$ cat src/rtl/fpu_operand_loader_if.sv
// Bus bundle between the FPU operand loader and its environment:
// byte stream in, operand/result lines to and from the FPU adder,
// captured result out, plus the abort and checksum-error sideband.
// slave  : loader view.  master : environment (sequencer/FPU/consumer) view.
interface fpu_operand_loader_if;
   logic        abort;
   logic [7:0]  byte_in;
   logic        byte_valid;
   logic        byte_ready;
   logic [31:0] op_A_out;
   logic [31:0] op_B_out;
   logic [31:0] result_in;
   logic [3:0]  status_in;
   logic [31:0] result_out;
   logic [3:0]  status_q;
   logic        status_err;
   logic        result_valid;
   logic        result_ack;
   logic        chk_err;

   modport slave (
      input  abort, byte_in, byte_valid, result_in, status_in, result_ack,
      output byte_ready, op_A_out, op_B_out, result_out, status_q,
             status_err, result_valid, chk_err
   );

   modport master (
      output abort, byte_in, byte_valid, result_in, status_in, result_ack,
      input  byte_ready, op_A_out, op_B_out, result_out, status_q,
             status_err, result_valid, chk_err
   );
endinterface

$ cat src/rtl/fpu_operand_loader.sv
// FPU operand loader: assembles two big-endian 32-bit operands from a byte
// stream, commits both to the FPU together, holds them for HOLD_CYCLES so the
// free-running FPU completes a full pass, then captures and presents the
// result/status with a valid/ack handshake.
// Optional macro FPU_OPERAND_LOADER_CHECKSUM_EN: a 9th byte carrying the XOR
// of the eight operand bytes is required; a mismatch drops the load and
// pulses chk_err.
module fpu_operand_loader #(
   parameter int unsigned HOLD_CYCLES = 64,
   parameter int unsigned CNT_W       = 7
) (
   input  logic                   clock100KHz,
   input  logic                   reset,
   fpu_operand_loader_if.slave    lb
);

`ifdef FPU_OPERAND_LOADER_CHECKSUM_EN
   localparam int unsigned NUM_BYTES = 9;
`else
   localparam int unsigned NUM_BYTES = 8;
`endif
   // Shadow holds every byte before the final one of a load.
   localparam int unsigned SH_W     = (NUM_BYTES - 1) * 8;
   localparam logic [3:0]  LAST_IDX = 4'(NUM_BYTES - 1);

   typedef enum logic [1:0] {LOAD, HOLD, CAPTURE, PRESENT} state_t;

   state_t             state_q, state_d;
   logic [3:0]         byte_cnt_q;
   logic [CNT_W-1:0]   hold_cnt_q;
   logic [SH_W-1:0]    shadow_q;
   logic [31:0]        op_a_q, op_b_q;
   logic [31:0]        result_q;
   logic [3:0]         status_r;
   logic               status_err_q;
   logic               result_valid_q;
   logic               take;
   logic               commit;
   logic               chk_bad;
   logic               hold_done;
   logic [63:0]        operand_word;

`ifdef FPU_OPERAND_LOADER_CHECKSUM_EN
   logic [7:0]         xor_q;
   logic               chk_err_q;
   assign operand_word = shadow_q;
`else
   assign operand_word = {shadow_q, lb.byte_in};
`endif

   assign hold_done = (hold_cnt_q == CNT_W'(HOLD_CYCLES - 1));

   // State register.
   always_ff @(posedge clock100KHz or negedge reset) begin
      if (!reset) state_q <= LOAD;
      else        state_q <= state_d;
   end

   // Next-state and per-cycle load decisions; abort overrides everything.
   always_comb begin
      state_d = state_q;
      take    = 1'b0;
      commit  = 1'b0;
      chk_bad = 1'b0;
      unique case (state_q)
         LOAD: begin
            if (lb.byte_valid) begin
               take = 1'b1;
               if (byte_cnt_q == LAST_IDX) begin
`ifdef FPU_OPERAND_LOADER_CHECKSUM_EN
                  if (lb.byte_in == xor_q) commit  = 1'b1;
                  else                     chk_bad = 1'b1;
`else
                  commit = 1'b1;
`endif
               end
            end
         end
         HOLD:    if (hold_done) state_d = CAPTURE;
         CAPTURE: state_d = PRESENT;
         PRESENT: if (lb.result_ack) state_d = LOAD;
         default: state_d = LOAD;
      endcase
      if (commit) state_d = HOLD;
      if (lb.abort) begin
         state_d = LOAD;
         take    = 1'b0;
         commit  = 1'b0;
         chk_bad = 1'b0;
      end
   end

   // Byte assembly, operand commit and hold counter.
   always_ff @(posedge clock100KHz or negedge reset) begin
      if (!reset) begin
         byte_cnt_q <= '0;
         hold_cnt_q <= '0;
         shadow_q   <= '0;
         op_a_q     <= '0;
         op_b_q     <= '0;
`ifdef FPU_OPERAND_LOADER_CHECKSUM_EN
         xor_q      <= '0;
`endif
      end else if (lb.abort) begin
         byte_cnt_q <= '0;
         hold_cnt_q <= '0;
`ifdef FPU_OPERAND_LOADER_CHECKSUM_EN
         xor_q      <= '0;
`endif
      end else begin
         if (take) begin
            shadow_q <= {shadow_q[SH_W-9:0], lb.byte_in};
            if (commit || chk_bad) begin
               byte_cnt_q <= '0;
`ifdef FPU_OPERAND_LOADER_CHECKSUM_EN
               xor_q      <= '0;
`endif
            end else begin
               byte_cnt_q <= byte_cnt_q + 4'd1;
`ifdef FPU_OPERAND_LOADER_CHECKSUM_EN
               xor_q      <= xor_q ^ lb.byte_in;
`endif
            end
         end
         if (commit) begin
            op_a_q     <= operand_word[63:32];
            op_b_q     <= operand_word[31:0];
            hold_cnt_q <= '0;
         end else if (state_q == HOLD) begin
            hold_cnt_q <= hold_cnt_q + 1'b1;
         end
         if (state_q == PRESENT && lb.result_ack) byte_cnt_q <= '0;
      end
   end

   // Result capture and valid/ack handshake.
   always_ff @(posedge clock100KHz or negedge reset) begin
      if (!reset) begin
         result_q       <= '0;
         status_r       <= '0;
         status_err_q   <= 1'b0;
         result_valid_q <= 1'b0;
      end else if (lb.abort) begin
         result_valid_q <= 1'b0;
      end else if (state_q == CAPTURE) begin
         result_q       <= lb.result_in;
         status_r       <= lb.status_in;
         status_err_q   <= !$onehot(lb.status_in);
         result_valid_q <= 1'b1;
      end else if (state_q == PRESENT && lb.result_ack) begin
         result_valid_q <= 1'b0;
      end
   end

`ifdef FPU_OPERAND_LOADER_CHECKSUM_EN
   // One-cycle checksum mismatch pulse.
   always_ff @(posedge clock100KHz or negedge reset) begin
      if (!reset) chk_err_q <= 1'b0;
      else        chk_err_q <= chk_bad;
   end
   assign lb.chk_err = chk_err_q;
`else
   assign lb.chk_err = 1'b0;
`endif

   assign lb.byte_ready   = (state_q == LOAD);
   assign lb.op_A_out     = op_a_q;
   assign lb.op_B_out     = op_b_q;
   assign lb.result_out   = result_q;
   assign lb.status_q     = status_r;
   assign lb.status_err   = status_err_q;
   assign lb.result_valid = result_valid_q;

endmodule

$ cat src/flat_wrapper.sv
// flat-port wrapper written by rule: the top's interface ports become plain ports
module fpu_operand_loader_flat 
#(
   parameter int unsigned HOLD_CYCLES = 64,
   parameter int unsigned CNT_W       = 7
)
  (clock100KHz, reset, lb_abort, lb_byte_in, lb_byte_valid, lb_result_in, lb_status_in, lb_result_ack, lb_byte_ready, lb_op_A_out, lb_op_B_out, lb_result_out, lb_status_q, lb_status_err, lb_result_valid, lb_chk_err);
  fpu_operand_loader_if lb_i ();
  input  logic clock100KHz;
  input  logic reset;
  input wire logic [$bits(lb_i.abort)-1:0] lb_abort;
  input wire logic [$bits(lb_i.byte_in)-1:0] lb_byte_in;
  input wire logic [$bits(lb_i.byte_valid)-1:0] lb_byte_valid;
  input wire logic [$bits(lb_i.result_in)-1:0] lb_result_in;
  input wire logic [$bits(lb_i.status_in)-1:0] lb_status_in;
  input wire logic [$bits(lb_i.result_ack)-1:0] lb_result_ack;
  output wire logic [$bits(lb_i.byte_ready)-1:0] lb_byte_ready;
  output wire logic [$bits(lb_i.op_A_out)-1:0] lb_op_A_out;
  output wire logic [$bits(lb_i.op_B_out)-1:0] lb_op_B_out;
  output wire logic [$bits(lb_i.result_out)-1:0] lb_result_out;
  output wire logic [$bits(lb_i.status_q)-1:0] lb_status_q;
  output wire logic [$bits(lb_i.status_err)-1:0] lb_status_err;
  output wire logic [$bits(lb_i.result_valid)-1:0] lb_result_valid;
  output wire logic [$bits(lb_i.chk_err)-1:0] lb_chk_err;
  assign lb_i.abort = lb_abort;
  assign lb_i.byte_in = lb_byte_in;
  assign lb_i.byte_valid = lb_byte_valid;
  assign lb_i.result_in = lb_result_in;
  assign lb_i.status_in = lb_status_in;
  assign lb_i.result_ack = lb_result_ack;
  assign lb_byte_ready = lb_i.byte_ready;
  assign lb_op_A_out = lb_i.op_A_out;
  assign lb_op_B_out = lb_i.op_B_out;
  assign lb_result_out = lb_i.result_out;
  assign lb_status_q = lb_i.status_q;
  assign lb_status_err = lb_i.status_err;
  assign lb_result_valid = lb_i.result_valid;
  assign lb_chk_err = lb_i.chk_err;
  fpu_operand_loader #(.HOLD_CYCLES(HOLD_CYCLES), .CNT_W(CNT_W)) u_core (.clock100KHz(clock100KHz), .reset(reset), .lb(lb_i));
endmodule
$ cat config.mk
export PLATFORM = sky130hd
export DESIGN_NAME = fpu_operand_loader_flat
export DESIGN_NICKNAME = d
export VERILOG_FILES = /design/src/rtl/fpu_operand_loader_if.sv /design/src/rtl/fpu_operand_loader.sv /design/src/flat_wrapper.sv
export SDC_FILE = /design/constraint.sdc
export NUM_CORES = 1
export LEC_CHECK = 0
export CORE_ASPECT_RATIO = 2
export CORE_MARGIN = 10
export CORE_UTILIZATION = 35
export CTS_CLUSTER_DIAMETER = 150
export DETAILED_ROUTE_END_ITERATION = 10
export PLACE_DENSITY = 0.68
export SLEW_MARGIN = 40
export SYNTH_ARGS = -nofsm -noshare
export SYNTH_HDL_FRONTEND = slang
export SYNTH_SLANG_ARGS = --single-unit
$ cat constraint.sdc
create_clock -name clock100KHz -period 2.3 [get_ports clock100KHz]
set_input_delay 0.46 -clock clock100KHz [delete_from_list [all_inputs] [get_ports clock100KHz]]
set_output_delay 0.46 -clock clock100KHz [all_outputs]
set_load 0.03 [all_outputs]
==> flow_summary.ini, run 1 <==
[synth]
synth_area_mm2 = 0.00670
synthFlopType = dfrtp_1
synthArstFlopShare = 1.00
yosysMostFrequentCell = dfrtp_1
synth.top_cell.area_share = 0.639
yosysSeqAreaShare = 0.639
synth.area.top_cells = dfrtp_1 (64%), mux2_2 (18%), mux2_1 (8.2%)
synth_compound_area_frac = 0.0230
synth_edf_count = 0
synth-xor-area-share = 0.00262
syn_avg_cell_area_um2 = 16.0
yosys.area.top_type = dfrtp_1
synthAdderAreaFrac = 0.0123
yosys.area_share.simple = 0.0288
synthCells = 419
ys_ff_latch = 171
yosysUniqueCellTypes = 38
synth.top_cells.by_count = dfrtp_1 (171), mux2_2 (107), mux2_1 (49)
synthMuxAreaShare = 0.262
yosys_warnings = 0
synth_top_family_by_area = multiplexers
synth_nets = 474

[setup_path]
critPathKind = reg2out
critPathMaxFanout = 14
start_kind = register
endpoint_kind = output pin
rr_worst_depth = 4
cp.arrival_ns = 1.57
crit_required_ns = 1.84

[route]
first_pass_iters = 4
antenna_left = 0
dr_total_vias = 4003
vias_per_cell = 4.71
drc_errors = 0
wl_per_cell_um = 17.7
totalWireLength_mm = 15.0
drtIter0Drc = 135

[timing]
hold_slack_ns = 0.484
setup_viol = 0
min_period_over_period = 0.882
max_freq_mhz = 493
rsz0062_at_grt = no
skew_ns = 0.00977
post-route-min-period_ns = 2.03
setup_slack_ns = 0.271
drv_slew = 0
hold_viol_final = 0

[clock_tree]
clkLatencyLatePin_ns = 0.42
post-cts-setup-buffers = 0
clk_pin_slew_ns = 0.06
tritoncts = built
cts.root.buffer_cell = clkbuf_16
htreeDepth = 4
clock_sink_count = 171
numCtsBuffers = 17
cts.path.max_buffers = 2

[place]
gp_congestion = 0.790
hpwl_mm = 11.2
portBuffers = 151
dpl_worst_slack_ns = -0.169

[global_routing]
grt_pass1_vias = 4551
grt_max_degree = 59
antenna_found_initial = 0
grt.overflow.total = 0
grt_pass1_wl_mm = 24.2
grt_use_total = 0.119

[cells_and_area]
layout.nets = 637
final_core_util = 0.487
diodes = 0
drive_gt1_frac = 0.266
area_growth_pct = 37.0

[die]
die_h_um = 216
die_w_um = 118
core_area_mm2 = 0.0188
initial_core_util = 0.356
rows = 71
io_pins = 153
die-area_mm2 = 0.0254

[power]
finalPower_mw = 8.95
leakagePower_nw = 4.10
power_density_mw_per_mm2 = 976
vdd.ir_drop.worst_uv = 540

[hold_path]
hold_depth = 1
hold_path_class = reg2reg

[status]
status = complete, no violations

[run]
maxCapViolCount = 0
## kinds of logic (layout without fill, tap and decap cells)
logic type	Yosys count	after routing
other	1	1
DFF	171	171
AOI/OAI and AO/OA	25	25
adders and majority gates	6	6
xor gates and xnor gates	2	2
muxes	156	156
buffers and inverters	26	201
and+or+nand+nor	32	32
## where the power goes
part | switching (mW) | internal (mW)
registers | 0.438 | 3.66
clock network | 1.18 | 1.85
logic | 0.856 | 0.966
## path summary, 6_finish.rpt
check,slack (ns),to,startpoint
min in group asynchronous,0.55,u_core.state_q[1],reset
hold / removal,0.48,u_core.lb.op_A_out[17],u_core.lb.op_A_out[17]
setup reg to reg,0.42,u_core.lb.op_A_out[28],u_core.state_q[0]
max in group asynchronous,1.08,u_core.lb.op_A_out[27],reset
hold reg to reg,0.48,u_core.lb.op_A_out[17],u_core.lb.op_A_out[17]
setup / recovery,0.27,lb_byte_ready,u_core.state_q[0]
## layout make-up
class	count	area (µm²)
flip-flops and latches	171	4280
inverters	4	15.0
fillers	1690	9660
multi-input cells	222	2210
repair buffers	166	1710
well taps	255	319
clock buffers	18	439
clock inverters	13	191
## flip-flops by register name (all words and copies together) (netlist names)
register and count:
u_core.byte_cnt_q 4, u_core.hold_cnt_q 7, u_core.lb.op_A_out 32, u_core.lb.op_B_out 32, u_core.lb.result_out 32, u_core.lb.result_valid 1
u_core.lb.status_err 1, u_core.lb.status_q 4, u_core.shadow_q 56, u_core.state_q 2
## worst max-delay path, cell delays in order, from the launching register on
cell           delay (ns)
dfrtp_1              0.39
buf_4                0.19
nor2_1               0.15
dlygate4sd2_1        0.43
## routing by layer
layer | share of wire | GRT usage | up-vias
li1 | - | - | 1817
met1 | 0.36 | 0.114 | 2067
met2 | 0.55 | 0.218 | 107
met3 | 0.078 | 0.0533 | 12
met4 | 0.015 | 0.0447 | 0
met5 | 0 | 0 | -
## placed cells by master, fill, tap and decap left out, types with 2 or more instances in the layout
| cell | instances |
|---|---|
| mux2_2 | 107 |
| a21oi_1 | 9 |
| mux2_1 | 49 |
| buf_12 | 7 |
| ha_1 | 5 |
| clkbuf_16 | 17 |
| dfrtp_1 | 171 |
| inv_6 | 3 |
| buf_4 | 7 |
| inv_1 | 4 |
| o21bai_1 | 2 |
| nand2_1 | 6 |
| o21ai_0 | 6 |
| clkdlybuf4s50_1 | 149 |
| o32ai_1 | 2 |
| clkinv_4 | 2 |
| nand3b_1 | 2 |
| bufinv_16 | 4 |
| nand2b_1 | 2 |
| or3_1 | 4 |
| xnor2_1 | 2 |
| nand4_1 | 2 |
| nand3_1 | 2 |
| clkinvlp_4 | 3 |
| nor2_1 | 6 |
## through the flow
stage | area, µm² | std cells | setup TNS, ns
2_1_floorplan | 6700 | 419 | 0
3_3_place_gp | 8530 | 817 | -5.71
3_5_place_dp | 8530 | 817 | -10.89
4_1_cts | 9170 | 849 | 0
5_1_grt | 9170 | 849 | 0
6_report | 9170 | 849 | 0
## what timing repair did
action                                  CTS  global route
hold buffers                              1             0
endpoints found under the setup margin    1             0
resized for setup                         1             0
endpoints found under the hold margin     9             0
Note: power is estimated with default switching activity, not from simulation.
==> inputs of run 2 (changes only) <==
- CORE_MARGIN: 10 -> 5
- DONT_BUFFER_PORTS: not set -> 1
- PLACE_DENSITY: 0.68 -> 0.58
==> run 2 against run 1 <==
  * The run now ends with negative hold slack left
  * Clock-buffer cell count rose by 1
  * First-iteration DRC count fell by 44%
  * Final area fell by 18%
  * Clock skew fell by 0.00060 ns
  * Critical endpoint is now u_core.byte_cnt_q[3]
  * Largest cell class unchanged
  * Largest power group unchanged
==> flow_summary.ini, run 2 (same netlist as run 1, synthesis figures left out) <==
[timing]
max_freq_mhz = 513
skew_ns = 0.00917
hold_viol_final = 171
hold_slack_ns = -0.256
slew_headroom = 0.658
tightest_slew_ns = 0.513
setup_slack_ns = 0.350
drv_slew = 0
setup_viol = 0
min_period_over_period = 0.848
final.setup.tns_ns = 0
post-route-min-period_ns = 1.95
rsz0062_at_grt = no

[status]
status = complete, but fails checks
violations = negative hold slack

[die]
die_h_um = 206
die_w_um = 108
io_pins = 153
core_area_mm2 = 0.0188
rows = 71
die-area_mm2 = 0.0222
initial_core_util = 0.356

[cells_and_area]
layout.nets = 479
largest_reg_flops = 56
final_common_cell = dfrtp_1
multi_input_area_mm2 = 0.00221
regMostFlops = u_core.shadow_q
stdcell_area_mm2 = 0.00750
diodes = 0
seq_area_mm2 = 0.00428
area_growth_pct = 12.1
layout_common_cells = dfrtp_1 (171), mux2_2 (107), mux2_1 (49)
n_fill_cell = 1771
drive_gt1_frac = 0.344

[setup_path]
critPathMaxFanout = 28
cp.arrival_ns = 2.29
start_kind = register
endpoint_kind = register
r2r_start = u_core.state_q[0]
startpoint = u_core.state_q[0]
critPathKind = reg2reg
crit_required_ns = 2.64

[clock_tree]
post-cts-setup-buffers = 0
htreeDepth = 4
cts_resized = 0
cts.path.max_buffers = 2
clk_pin_slew_ns = 0.07
clock_sink_count = 171
clkLatencyLatePin_ns = 0.42
cts.root.buffer_cell = clkbuf_16
numCtsBuffers = 17
tritoncts = built

[power]
leakagePower_nw = 3.47
vdd.ir_drop.worst_uv = 526
power_density_mw_per_mm2 = 1100
finalPower_mw = 8.26

[place]
dpl_worst_slack_ns = 0.270
portBuffers = 0
gp_congestion = 0.722
postPlaceCellArea_mm2 = 0.00690
hpwl_mm = 8.59

[route]
drc_errors = 0
drtIter0Drc = 75
vias_per_cell = 4.86
antenna_left = 0
wl_per_cell_um = 18.1
routed-wl-met3_um = 981
dr_total_vias = 3356
top_layer = met4
totalWireLength_mm = 12.5
routed-wl-met2_mm = 6.45
first_pass_iters = 4
wl_met1_mm = 4.62

[global_routing]
grt_pass1_wl_mm = 20.9
grt_use_total = 0.122
grt.overflow.total = 0
grt_pass1_vias = 3778
antenna_found_initial = 0
grt_max_degree = 172

[hold_path]
hold_path_class = in2async

[run]
maxCapViolCount = 0
==> run 2: power by group <==
group	internal, mW	switching, mW	total [mW]
clock	1.75	1.19	2.94
combinational	0.539	0.235	0.774
sequential	3.65	0.899	4.55
==> run 2: final timing paths <==
check                           depth (start not counted)                      to  slack, ns
max in group asynchronous                               0   u_core.lb.op_B_out[5]       2.38
min in group clock100KHz                                1       u_core.state_q[1]       0.15
worst max-delay path                                    4    u_core.byte_cnt_q[3]       0.35
worst min-delay path                                    0  u_core.lb.op_A_out[27]      -0.26
worst max register to register                          4    u_core.byte_cnt_q[3]       0.35
worst min register to register                          1  u_core.lb.op_A_out[24]       0.48
==> run 2: layout make-up <==
class                      instances  share of cell area
tap                              255              0.0425
clock inverter                    12              0.0215
inverter                           4             0.00200
timing repair buffer               8             0.00967
sequential                       171               0.570
multi-input combinational        222               0.295
clock buffer                      19              0.0590
==> run 2: through the flow <==
| stage | std cells | hold slack, ns | utilization |
|---|---|---|---|
| finish | 691 | -0.256 | 0.398 |
| global route | 691 | -0.292 | 0.398 |
| CTS | 691 | -0.289 | 0.398 |
| detailed placement | 660 | 0.171 | 0.366 |
| global placement | 660 | 0.171 | 0.366 |
| floorplan | 419 | 0.164 | - |
==> run 2: routing by layer <==
metal  up-vias  track usage
met1      1714        0.134
met4         0       0.0646
met3        24       0.0477
met2       118        0.202
li1       1500            -
met5         -            0
==> run 2: worst max-delay path: stages (launching register included) <==
cell and delay (ns):
dfrtp_1 0.40, or4b_4 0.55, buf_4 0.27, or4_1 0.51, a21oi_1 0.15
==> inputs of run 3 (changes only) <==
- PLACE_DENSITY: 0.58 -> 0.6
- clock period: 2.3 -> 1.6 ns (I/O delays scaled with it)
==> run 3 against run 2 <==
  * The flow finishes with violations (negative hold slack, negative setup slack)
  * Sequential share of layout area shrank 1.7 points
  * Global-route usage up 0.35 points
  * Sequential cell count stayed put
  * Largest cell class unchanged
  * Setup slack lost 0.64 ns
  * Clock power grew 33%
==> flow_summary.ini, run 3 (same netlist as run 1, synthesis figures left out) <==
[timing]
final.setup.tns_ns = -19.87
setup_slack_ns = -0.287
setup_viol = 126
post-route-min-period_ns = 1.89
max_freq_mhz = 530
hold_viol_final = 171
drv_slew = 0
hold_slack_ns = -0.395
rsz0062_at_grt = yes
min_period_over_period = 1.18
skew_ns = 0.00715

[clock_tree]
cts.path.max_buffers = 2
htreeDepth = 4
numCtsBuffers = 17
clock_sink_count = 171
cts.root.buffer_cell = clkbuf_16
clkLatencyLatePin_ns = 0.41
tritoncts = built
ctsHoldBuffers = 2
clk_pin_slew_ns = 0.07

[setup_path]
reg2reg_to = u_core.lb.op_B_out[11]
crit_required_ns = 1.89
critPathBufInv = 1
startpoint = u_core.state_q[1]
start_kind = register
critPathKind = reg2reg
cp_cell_sequence = or4b_4 > nor2_4 > buf_12 > mux2_2
cp.arrival_ns = 2.18
critPathSlowestCell = or4b_4
cp_top_family = simple AND/OR/NAND/NOR gates
r2r_start = u_core.state_q[1]
critPathMaxFanout = 34
crit_path_end = u_core.lb.op_B_out[11]
rr_worst_depth = 4
cp_slowest_stage_delay_ns = 0.58
critical_path_depth = 4
ff2ff_setup_slack_ns = -0.29
endpoint_kind = register

[cells_and_area]
multi_input_area_mm2 = 0.00230
final_common_cell = dfrtp_1
area_growth_pct = 15.5
stdcell_area_mm2 = 0.00773
layout.nets = 492
largest_reg_flops = 56
drive_gt1_frac = 0.404
diodes = 0
seq_area_mm2 = 0.00428
regMostFlops = u_core.shadow_q
n_fill_cell = 1782
finalNonFillerCells = 705
layout_common_cells = dfrtp_1 (171), mux2_2 (107), mux2_1 (30)

[place]
dp.cells = 665
hpwl_mm = 8.98
postPlaceCellArea_mm2 = 0.00703
gp_congestion = 0.708
portBuffers = 0

[route]
dr_total_vias = 3398
wl_per_cell_um = 19.6
drc_errors = 0
totalWireLength_mm = 13.8
vias_per_cell = 4.82
first_pass_iters = 4
drtIter0Drc = 82
antenna_left = 0

[global_routing]
grt_pass1_vias = 3785
grt_pass1_wl_mm = 21.4
grt_max_degree = 172
grt.overflow.total = 0
antenna_found_initial = 0
grt_use_total = 0.126

[die]
core_area_mm2 = 0.0188
die-area_mm2 = 0.0222
io_pins = 153
die_h_um = 206
initial_core_util = 0.356
die_w_um = 108
rows = 71

[power]
power_density_mw_per_mm2 = 1510
leakagePower_nw = 3.53
vdd.ir_drop.worst_uv = 608
finalPower_mw = 11.7

[hold_path]
hold_path_class = in2async

[status]
status = complete, but fails checks
violations = negative hold slack, negative setup slack

[run]
maxCapViolCount = 0
## run 3: changes by cell type in the layout (fill, tap and decap cells not counted), sizes merged
cell,delta
buf,+10
clkinv,+3
bufinv,-2
clkinvlp,+2
dlygate4sd3,+2
inv,-2
clkbuf,+1
## run 3: worst min path at each step
stage                from  slack (ns)                       end
floorplan           reset        0.02      u_core.byte_cnt_q[0]
global placement    reset        0.03  u_core.lb.result_out[27]
detailed placement  reset        0.03  u_core.lb.result_out[29]
CTS                 reset       -0.43        u_core.shadow_q[2]
global route        reset       -0.43  u_core.lb.result_out[29]
finish              reset       -0.39     u_core.lb.op_B_out[3]
## run 3: stage by stage
stage          setup slack [ns]  utilization
2_1_floorplan            -0.270            -
3_3_place_gp             -0.258        0.373
3_5_place_dp             -0.299        0.373
4_1_cts                  -0.285        0.405
5_1_grt                  -0.322        0.411
6_report                 -0.287        0.411
## run 3: cell type report
type / instances / share of cell area
Sequential cell: 171 / 0.553
Clock inverter: 13 / 0.0152
Timing Repair Buffer: 21 / 0.0338
Tap cell: 255 / 0.0412
Clock buffer: 19 / 0.0573
Inverter: 4 / 0.00194
Multi-Input combinational cell: 222 / 0.297
## run 3: worst register-to-register path: stages, from the launching register on
cell and delay [ns]:
dfrtp_1 0.39, or4b_4 0.58, nor2_4 0.16, buf_12 0.23, mux2_2 0.42
## run 3: report_power, final
group          total, mW  switching [mW]  internal (mW)  leakage, nW
Sequential          6.57            1.32           5.25         2.20
Combinational       1.22           0.379          0.839         1.07
Clock               3.90            1.71           2.19        0.262
## run 3: metal layers
metal  part of all wire  global-route usage
met1               0.38               0.145
met2               0.55               0.213
met3              0.053              0.0396
met4              0.013              0.0528
met5                  0                   0
## run 3: what timing repair did
item / in CTS / in global routing
endpoints found under the hold margin: 172 / 171
gates resized for setup: 6 / 5
cloned: 0 / 3
endpoints found under the setup margin: 126 / 148
pin swaps: 0 / 2
setup buffers: 0 / 4
==> RTL edit, RTL diff (flow settings as in run 3) <==
Build with the macro `FPU_OPERAND_LOADER_CHECKSUM_EN` defined.
--- a/src/rtl/fpu_operand_loader.sv
+++ b/src/rtl/fpu_operand_loader.sv
@@ -5,6 +5,8 @@
 // Optional macro FPU_OPERAND_LOADER_CHECKSUM_EN: a 9th byte carrying the XOR
 // of the eight operand bytes is required; a mismatch drops the load and
 // pulses chk_err.
+`define FPU_OPERAND_LOADER_CHECKSUM_EN
+
 module fpu_operand_loader #(
    parameter int unsigned HOLD_CYCLES = 64,
    parameter int unsigned CNT_W       = 7
Check against the original RTL: not equivalent (a bounded check fails within 10 cycles, from zero or initial values and one cycle with reset low).
==> RTL edit against run 3 <==
  * The run still ends with hold timing, setup timing left
  * Sequential cell count is 17 higher
  * Final area is 37% higher
  * Sequential share of layout area is 11 points lower
  * Clock skew is 0.0042 ns higher
  * Die area is 16% higher
  * Worst setup slack worse by 0.19 ns
  * Wire length is 48% higher
  * Area after synthesis is 17% higher
  * Total power is 10% lower
  * Global-route usage is 3.3 points higher
  * Largest cell class unchanged
==> RTL edit: results (changes against run 3) <==
GPL Wtd Cong=0.741 (+4.6%); count leader, synth=nand2_1; clk_lat worst skew=0.43 ns (+0.02 ns); commonest cells in the netlist=207 x nand2_1, 188 x dfrtp_1, 60 x mux2_4; Clock power frac=39.4% (+6.0 points); reg-to-reg critical path endpoint=u_core.lb.op_A_out[13]; outcome=complete, but fails checks; number of multi-input logic gates=416 (+87%); post-CTS setup buffer count=29 (+29); Fin Hold WS=-0.422 ns (-0.0277 ns); final worst setup slack=-0.479 ns (-0.191 ns); CP startpoint=u_core.byte_cnt_q[0]; Worst EP arrival=2.39 ns (+0.21 ns); met1 wire length=7210 µm (+37%); Cells after Synth=638 (+52%); final number of setup-violating endpoints=173 (+37%); non-clock inverter count in the final layout=2 (-2); # diodes=1 (+1); CP endpoint=u_core.lb.op_A_out[13]; failing checks=hold timing, setup timing; first-pass GRT wire length=31200 µm (+46%); Peak VDD IR=0.000745 V (+23%); layout cells sized above 1=48.6% (+8.1 points); vias=5021 (+48%); wire per inst=20.0 µm (+2.2%); DP Wirelength=11300 µm (+26%); FILL cells=1888 (+5.9%); Nets=786 (+60%); vias in the first global route=5285 (+40%); Final Skew=0.0114 ns (+0.00420 ns); # rows=77 (+8.5%); largest net degree at the start of global routing=189 (+9.9%); internal cell power=7740 µW (-6.5%); fraction of area in multi-input gates=34.1% (+4.4 points); seq pwr=5460 µW (-17%); sequential area share after synthesis=60.2% (-3.7 points); bufs w/o clock=105 (+400%); NonClk Buf Share=12.8% (+9.4 points); Reg area=0.00470 mm² (+9.9%); Syn Nets=694 (+46%); Fin. Hold Viols=188 (+9.9%)
## RTL edit: cell types whose count changed after synthesis, moves of 12 or more
cell / run 3 / this run
mux2_1: 49 / 0
nand2_1: 6 / 207
dfrtp_1: 171 / 188
mux2_4: 0 / 60
o21ai_0: 6 / 20
nor3_1: 1 / 13
mux2_2: 107 / 40
## RTL edit: worst max-delay path, stage by stage (launching register included)
cell	delay (ns)
dfrtp_1	0.38
inv_1	0.06
ha_1	0.13
and3b_2	0.24
nand2_4	0.06
or4_4	0.46
buf_12	0.24
mux2_4	0.34
## RTL edit: per-stage QoR
stage	instances	utilization (%)	worst slack, ns	setup TNS, ns	power (µW)
3_5_place_dp	919	37.6	-0.469	-33.04	5950
3_3_place_gp	919	37.6	-0.454	-31.16	5930
4_1_cts	1013	45.9	-0.462	-46.01	10300
5_1_grt	1020	48.0	-0.534	-51.58	10900
6_report	1020	48.0	-0.479	-42.07	10500
2_1_floorplan	638	-	-0.495	-31.29	5710
## RTL edit: metal layers
metal | GRT usage (%) | up-vias
met5 | 0 | -
li1 | - | 2301
met3 | 4.81 | 28
met1 | 17.4 | 2563
met4 | 5.36 | 0
met2 | 28.6 | 129
## RTL edit: logic make-up (layout without fill, tap and decap cells)
| kind of cell | Yosys count | count (layout) | synth area share (%) |
|---|---|---|---|
| buf+inv | 34 | 139 | 3.14 |
| simple gates | 262 | 262 | 14.2 |
| fa+ha+maj | 7 | 7 | 1.22 |
| xor+xnor | 15 | 15 | 1.68 |
| mux | 100 | 100 | 17.3 |
| other cells | 0 | 1 | 0 |
| flops | 188 | 188 | 60.2 |
| compound gates | 32 | 32 | 2.30 |
